<file path="src/rtl/vga_timing_gen_if.sv">
// Raster timing bundle between the timing generator and the pixel source / VGA pins.
// The generator drives positions, syncs, data-enable and strobes; the consumer drives pix_en/en.
// Optional frame counter signal present only when VGA_TIMING_FCNT_EN is defined.
`timescale 1ns/1ps
interface vga_timing_gen_if #(
  parameter int CNT_W = 10
`ifdef VGA_TIMING_FCNT_EN
  , parameter int FCNT_W = 8
`endif
);
  logic             pix_en;
  logic             en;
  logic [CNT_W-1:0] hcnt;
  logic [CNT_W-1:0] vcnt;
  logic             hsync;
  logic             vsync;
  logic             de;
  logic             line_start;
  logic             frame_start;
`ifdef VGA_TIMING_FCNT_EN
  logic [FCNT_W-1:0] frame_cnt;

  modport master (
    input  pix_en, en,
    output hcnt, vcnt, hsync, vsync, de, line_start, frame_start, frame_cnt
  );
  modport slave (
    output pix_en, en,
    input  hcnt, vcnt, hsync, vsync, de, line_start, frame_start, frame_cnt
  );
`else
  modport master (
    input  pix_en, en,
    output hcnt, vcnt, hsync, vsync, de, line_start, frame_start
  );
  modport slave (
    output pix_en, en,
    input  hcnt, vcnt, hsync, vsync, de, line_start, frame_start
  );
`endif
endinterface

</file>
<file path="src/rtl/vga_timing_gen.sv">
// Parametrised VGA raster timing generator on the system clock, advanced by a pixel-rate enable.
// Latency: syncs/de/strobes are registered from the next counter values, so they line up with hcnt/vcnt.
// No backpressure; en or pix_en low freezes position and outputs. Frame counter under VGA_TIMING_FCNT_EN.
`timescale 1ns/1ps
module vga_timing_gen #(
  parameter int CNT_W    = 10,
  parameter int H_ACTIVE = 640,
  parameter int H_FP     = 16,
  parameter int H_SYNC   = 96,
  parameter int H_BP     = 48,
  parameter int V_ACTIVE = 480,
  parameter int V_FP     = 10,
  parameter int V_SYNC   = 2,
  parameter int V_BP     = 33,
  parameter bit H_POL    = 1'b0,
  parameter bit V_POL    = 1'b0
`ifdef VGA_TIMING_FCNT_EN
  , parameter int FCNT_W = 8
`endif
) (
  input  logic             clk,
  input  logic             rst,
  vga_timing_gen_if.master bus
);

  localparam int H_TOTAL = H_ACTIVE + H_FP + H_SYNC + H_BP;
  localparam int V_TOTAL = V_ACTIVE + V_FP + V_SYNC + V_BP;
  // One extra bit on the compare constants so a sync window ending exactly at 2**CNT_W does not wrap.
  localparam int CW1     = CNT_W + 1;

  localparam logic [CNT_W-1:0] H_LAST  = CNT_W'(H_TOTAL - 1);
  localparam logic [CNT_W-1:0] V_LAST  = CNT_W'(V_TOTAL - 1);
  localparam logic [CW1-1:0]   H_ACT_X = CW1'(H_ACTIVE);
  localparam logic [CW1-1:0]   HS_BEG  = CW1'(H_ACTIVE + H_FP);
  localparam logic [CW1-1:0]   HS_END  = CW1'(H_ACTIVE + H_FP + H_SYNC);
  localparam logic [CW1-1:0]   V_ACT_X = CW1'(V_ACTIVE);
  localparam logic [CW1-1:0]   VS_BEG  = CW1'(V_ACTIVE + V_FP);
  localparam logic [CW1-1:0]   VS_END  = CW1'(V_ACTIVE + V_FP + V_SYNC);

  // Reject timings the counters cannot represent, and degenerate zero-width regions.
  if (H_TOTAL > 2**CNT_W) begin : g_chk_htotal
    $error("vga_timing_gen: H_TOTAL %0d exceeds 2**CNT_W", H_TOTAL);
  end
  if (V_TOTAL > 2**CNT_W) begin : g_chk_vtotal
    $error("vga_timing_gen: V_TOTAL %0d exceeds 2**CNT_W", V_TOTAL);
  end
  if (H_ACTIVE == 0 || H_SYNC == 0 || V_ACTIVE == 0 || V_SYNC == 0) begin : g_chk_zero
    $error("vga_timing_gen: active and sync widths must be non-zero");
  end

  logic             adv;
  logic             h_wrap;
  logic             v_wrap;
  logic [CNT_W-1:0] hcnt_nx;
  logic [CNT_W-1:0] vcnt_nx;
  logic             hs_act;
  logic             vs_act;
  logic             de_nx;

  logic [CNT_W-1:0] hcnt_q;
  logic [CNT_W-1:0] vcnt_q;
  logic             hsync_q;
  logic             vsync_q;
  logic             de_q;
  logic             line_start_q;
  logic             frame_start_q;

  assign adv = bus.en & bus.pix_en;

  // Next raster position (compare-to-total wrap) and the decode of that position.
  always_comb begin
    h_wrap  = (hcnt_q == H_LAST);
    v_wrap  = (vcnt_q == V_LAST);
    hcnt_nx = h_wrap ? '0 : hcnt_q + CNT_W'(1);
    vcnt_nx = vcnt_q;
    if (h_wrap) begin
      vcnt_nx = v_wrap ? '0 : vcnt_q + CNT_W'(1);
    end
    hs_act = ({1'b0, hcnt_nx} >= HS_BEG) && ({1'b0, hcnt_nx} < HS_END);
    vs_act = ({1'b0, vcnt_nx} >= VS_BEG) && ({1'b0, vcnt_nx} < VS_END);
    de_nx  = ({1'b0, hcnt_nx} < H_ACT_X) && ({1'b0, vcnt_nx} < V_ACT_X);
  end

  // Position and decoded outputs update together on each pixel tick; strobes last one clk.
  always_ff @(posedge clk or negedge rst) begin
    if (!rst) begin
      hcnt_q        <= H_LAST;
      vcnt_q        <= V_LAST;
      hsync_q       <= ~H_POL;
      vsync_q       <= ~V_POL;
      de_q          <= 1'b0;
      line_start_q  <= 1'b0;
      frame_start_q <= 1'b0;
    end else begin
      line_start_q  <= 1'b0;
      frame_start_q <= 1'b0;
      if (adv) begin
        hcnt_q        <= hcnt_nx;
        vcnt_q        <= vcnt_nx;
        hsync_q       <= hs_act ? H_POL : ~H_POL;
        vsync_q       <= vs_act ? V_POL : ~V_POL;
        de_q          <= de_nx;
        line_start_q  <= h_wrap;
        frame_start_q <= h_wrap & v_wrap;
      end
    end
  end

  assign bus.hcnt        = hcnt_q;
  assign bus.vcnt        = vcnt_q;
  assign bus.hsync       = hsync_q;
  assign bus.vsync       = vsync_q;
  assign bus.de          = de_q;
  assign bus.line_start  = line_start_q;
  assign bus.frame_start = frame_start_q;

`ifdef VGA_TIMING_FCNT_EN
  logic [FCNT_W-1:0] frame_cnt_q;

  // Count frames on the same edge that raises frame_start; wraps naturally at 2**FCNT_W.
  always_ff @(posedge clk or negedge rst) begin
    if (!rst) begin
      frame_cnt_q <= '0;
    end else if (adv && h_wrap && v_wrap) begin
      frame_cnt_q <= frame_cnt_q + FCNT_W'(1);
    end
  end

  assign bus.frame_cnt = frame_cnt_q;
`endif

endmodule

</file>
<file path="src/flat_wrapper.sv">
// flat-port wrapper written by rule: the top's interface ports become plain ports
module vga_timing_gen_flat 
#(
  parameter int CNT_W    = 10,
  parameter int H_ACTIVE = 640,
  parameter int H_FP     = 16,
  parameter int H_SYNC   = 96,
  parameter int H_BP     = 48,
  parameter int V_ACTIVE = 480,
  parameter int V_FP     = 10,
  parameter int V_SYNC   = 2,
  parameter int V_BP     = 33,
  parameter bit H_POL    = 1'b0,
  parameter bit V_POL    = 1'b0

)
  (clk, rst, bus_pix_en, bus_en, bus_hcnt, bus_vcnt, bus_hsync, bus_vsync, bus_de, bus_line_start, bus_frame_start);
  vga_timing_gen_if #(.CNT_W(CNT_W)) bus_i ();
  input  logic clk;
  input  logic rst;
  input wire logic [$bits(bus_i.pix_en)-1:0] bus_pix_en;
  input wire logic [$bits(bus_i.en)-1:0] bus_en;
  output wire logic [$bits(bus_i.hcnt)-1:0] bus_hcnt;
  output wire logic [$bits(bus_i.vcnt)-1:0] bus_vcnt;
  output wire logic [$bits(bus_i.hsync)-1:0] bus_hsync;
  output wire logic [$bits(bus_i.vsync)-1:0] bus_vsync;
  output wire logic [$bits(bus_i.de)-1:0] bus_de;
  output wire logic [$bits(bus_i.line_start)-1:0] bus_line_start;
  output wire logic [$bits(bus_i.frame_start)-1:0] bus_frame_start;
  assign bus_i.pix_en = bus_pix_en;
  assign bus_i.en = bus_en;
  assign bus_hcnt = bus_i.hcnt;
  assign bus_vcnt = bus_i.vcnt;
  assign bus_hsync = bus_i.hsync;
  assign bus_vsync = bus_i.vsync;
  assign bus_de = bus_i.de;
  assign bus_line_start = bus_i.line_start;
  assign bus_frame_start = bus_i.frame_start;
  vga_timing_gen #(.CNT_W(CNT_W), .H_ACTIVE(H_ACTIVE), .H_FP(H_FP), .H_SYNC(H_SYNC), .H_BP(H_BP), .V_ACTIVE(V_ACTIVE), .V_FP(V_FP), .V_SYNC(V_SYNC), .V_BP(V_BP), .H_POL(H_POL), .V_POL(V_POL)) u_core (.clk(clk), .rst(rst), .bus(bus_i));
endmodule
</file>
<file path="config.mk">
export PLATFORM = sky130hd
export DESIGN_NAME = vga_timing_gen_flat
export DESIGN_NICKNAME = d
export VERILOG_FILES = /design/src/rtl/vga_timing_gen_if.sv /design/src/rtl/vga_timing_gen.sv /design/src/flat_wrapper.sv
export SDC_FILE = /design/constraint.sdc
export NUM_CORES = 1
export LEC_CHECK = 0
export CAP_MARGIN = 20
export CORE_MARGIN = 5
export CORE_UTILIZATION = 35
export CTS_CLUSTER_SIZE = 14
export DETAILED_ROUTE_END_ITERATION = 10
export PLACE_DENSITY = 0.59
export SETUP_SLACK_MARGIN = 0.05
export SLEW_MARGIN = 10
export SYNTH_ARGS = -nofsm -noshare
export SYNTH_HDL_FRONTEND = slang
export SYNTH_SLANG_ARGS = --single-unit
</file>
<file path="constraint.sdc">
create_clock -name clk -period 3.2 [get_ports clk]
set_input_delay 0.64 -clock clk [delete_from_list [all_inputs] [get_ports clk]]
set_output_delay 0.64 -clock clk [all_outputs]
set_load 0.05 [all_outputs]
</file>
==> impl_metrics.json <==
{
  "start_util_pct": 36.0,
  "min_from": "u_core.bus.hcnt[1]$_DFFE_PN1P_",
  "cp_cell_sequence": "clkdlybuf4s50_1",
  "cts_tree": "done",
  "hold-path-cell-count": 2,
  "num-nets-final": 212,
  "grt_max_degree": 23,
  "avgSynthCellArea_um2": 8.74,
  "drv_cap": 0,
  "grt_pass1_wl_um": 6590,
  "cp_num_buf_inv": 1,
  "ir_drop_uv": 207,
  "r2r-end": "u_core.bus.de$_DFFE_PN0P_",
  "setup_viol": 0,
  "max_freq_ghz": 0.419,
  "min-delay-path-class": "register to register",
  "num_io_pins": 29,
  "slew_violations": 0,
  "syn2layout_area_growth_pct": 24.5,
  "tightest_slew_ns": 0.637,
  "diodes": 0,
  "dieWidth_um": 76.7,
  "synth_seq_area_share_pct": 41.2,
  "dominantRegCellSynth": "dfrtp_1",
  "crit_path_end_kind": "output port",
  "grt_setup_unrepaired": "false",
  "synth_area_um2": 1560,
  "viasPerCell": 5.51,
  "hold_violations": 0,
  "cts_setup_buffers": 0,
  "top_usage_layer": "met2",
  "drtAntennaViolNets": 0,
  "fin_tns_setup_ns": 0,
  "setup_slack_ns": 0.815,
  "grtUsageMet3_pct": 2.22,
  "slowest_delay_ns": 0.84,
  "fillers": 441,
  "dieArea_um2": 5880,
  "synth-seq-cells": 25,
  "r2r_cells": 6,
  "totalWireLength_um": 3810,
  "powerDensity_nw_per_um2": 460,
  "r2r_start": "u_core.bus.hcnt[0]$_DFFE_PN1P_",
  "worst_path_dominant_cell_family": "buffers and inverters",
  "critPathArrivalTime_ns": 1.74,
  "ys_types": 39,
  "hold_ws_ns": 0.495,
  "synth-async-reset-ratio_pct": 100,
  "cts_hold_buf": 0,
  "cp.required_ns": 2.56,
  "r2r_slack_ns": 0.94,
  "cts_sinks": 25,
  "row_count": 24,
  "min_period_ns": 2.38,
  "place.gp.congestion": 0.819,
  "slowest_stage": "clkdlybuf4s50_1",
  "vias": 1410,
  "fin_crit_sh_pct": 74.5,
  "startpoint_type": "register",
  "layout-drive-gt1-share_pct": 11.8,
  "met1_usage_pct": 17.5,
  "grt_pass1_vias": 1424,
  "clk_latency_ns": 0.27,
  "place_hpwl_um": 2820,
  "relSlewSlack_pct": 57.2,
  "register_area_um2": 641,
  "die_h_um": 76.7,
  "grt_antenna_before_repair": 0,
  "hold_end": "u_core.bus.hcnt[1]$_DFFE_PN1P_",
  "path_clk_slew_ns": 0.09,
  "dp_slack_ns": 0.916,
  "crit_fanout": 12,
  "numCtsBuffers": 3,
  "port_buffers": 28,
  "outcome": "finished clean",
  "leakage_uw": 0.000738,
  "root_buffer": "clkbuf_8",
  "syn_nets": 185,
  "cts-htree-levels": 1,
  "ctsResizeCount": 0,
  "ys.warnings.count": 0,
  "core_area_um2": 4320,
  "clk_path_buf_depth": 2,
  "grt_overflow_total": 0,
  "wl_per_cell_um": 14.9,
  "remaining_drc_errors": 0,
  "drt_pass1_iterations": 4,
  "critical_path_class": "register to output port",
  "final.setup_skew_ns": 0.00238,
  "grt_usage_pct": 13.3,
  "multi_input_area_um2": 851,
  "netlist_instances": 178,
  "dr.first_iter.drc_count": 108,
  "grt_util_met2_pct": 22.3,
  "synth_edf_count": 0
}
## power breakdown
| part | internal [uW] | total (uW) | switching, uW |
|---|---|---|---|
| Clock | 87.2 | 192 | 105 |
| Sequential | 363 | 423 | 59.7 |
| Combinational | 99.1 | 276 | 177 |
## flip-flops by register name, indices dropped and copies added (netlist names)
signal and cells:
u_core.bus.hcnt 10, u_core.bus.hsync 1, u_core.bus.de 1, u_core.bus.vsync 1, u_core.bus.line_start 1, u_core.bus.frame_start 1
u_core.bus.vcnt 10
## cells by family (layout without fill, tap and decap cells)
logic type / after synthesis / after routing / share of synthesized area, %
AO/OA/AOI/OAI: 39 / 39 / 16.0
XOR/XNOR: 11 / 11 / 6.20
adder cells (fa/ha/maj): 3 / 3 / 2.41
buffers and inverters: 14 / 40 / 4.10
flip-flops: 25 / 25 / 41.2
multiplexers: 1 / 1 / 0.644
AND/OR/NAND/NOR: 85 / 85 / 29.4
## tightest hold or removal path, cell delays in order, from the launching register on
cell and delay [ns]:
dfstp_2 0.40, nand2_1 0.05, nand2_1 0.05
## per-stage QoR
stage                     utilization [%]  instance area, um2  cells  power, uW
after global routing                 44.8                1940    256        939
after CTS                            44.4                1920    255        900
after floorplan                         -                1560    178        619
after detailed placement             43.3                1870    251        706
final                                44.8                1940    256        891
after global placement               43.3                1870    251        701
## cell usage in the layout, fill, tap and decap left out, types with 2 or more instances in the layout
master,n
inv_1,4
a21o_1,4
and2_1,3
a21oi_1,4
xor2_1,3
a41oi_1,2
and4_1,2
or4_1,2
nor3_1,2
nor2_1,13
and3_1,5
buf_4,3
ha_1,3
o2111ai_1,2
clkbuf_8,3
clkdlybuf4s50_1,28
dfrtp_1,13
xnor2_1,8
a31oi_1,3
nand3_1,13
nand4_1,6
nand2_1,29
o31ai_1,4
dfstp_2,12
o21ai_0,16
nand4b_1,2
## synthesized netlist by cell type (2+ instances only)
library cell,n,area (um2)
nand4b_1,2,17.5
inv_1,4,15.0
xnor2_1,8,70.1
ha_1,3,37.5
o21ai_0,16,80.1
nor2_1,13,48.8
a21oi_1,4,20.0
dfrtp_1,13,325
o31ai_1,4,30.0
nor3_1,2,10.0
nand3_1,13,65.1
clkbuf_1,6,22.5
and3_1,5,31.3
xor2_1,3,26.3
nand4_1,6,37.5
nand2_1,29,109
or4_1,2,15.0
a41oi_1,2,17.5
buf_2,3,15.0
and4_1,2,17.5
dfstp_2,12,315
a21o_1,4,30.0
o2111ai_1,2,17.5
a31oi_1,3,18.8
and2_1,3,18.8
## metal layers
metal / vias to the layer above / routed length [um]
met2: 33 / 1860
met4: 0 / 27
met3: 4 / 126
li1: 697 / -
met5: - / 0
met1: 676 / 1800
## how the worst max path moves through the flow
stage	startpoint	end	slack (ns)	cells past startpoint
6_report	u_core.bus.vcnt[2]$_DFFE_PN1P_	bus_vcnt[2]	0.82	1
5_1_grt	u_core.bus.vcnt[2]$_DFFE_PN1P_	bus_vcnt[2]	0.76	1
4_1_cts	u_core.bus.vcnt[3]$_DFFE_PN1P_	bus_vcnt[3]	0.80	1
3_5_place_dp	bus_en	u_core.bus.vcnt[7]$_DFFE_PN0P_	0.92	6
3_3_place_gp	bus_en	u_core.bus.vcnt[7]$_DFFE_PN0P_	0.96	6
2_1_floorplan	u_core.bus.hcnt[0]$_DFFE_PN1P_	u_core.bus.vsync$_DFFE_PN1P_	1.05	7
## final cells by class
type / count / share of cell area (%)
multi-input combinational: 139 / 44.0
sequential: 25 / 33.1
timing repair buffer: 32 / 16.4
tap: 52 / 3.36
clock buffer: 3 / 2.13
inverter: 4 / 0.776
clock inverter: 1 / 0.259
No activity file was read; power rests on OpenSTA's default activity.
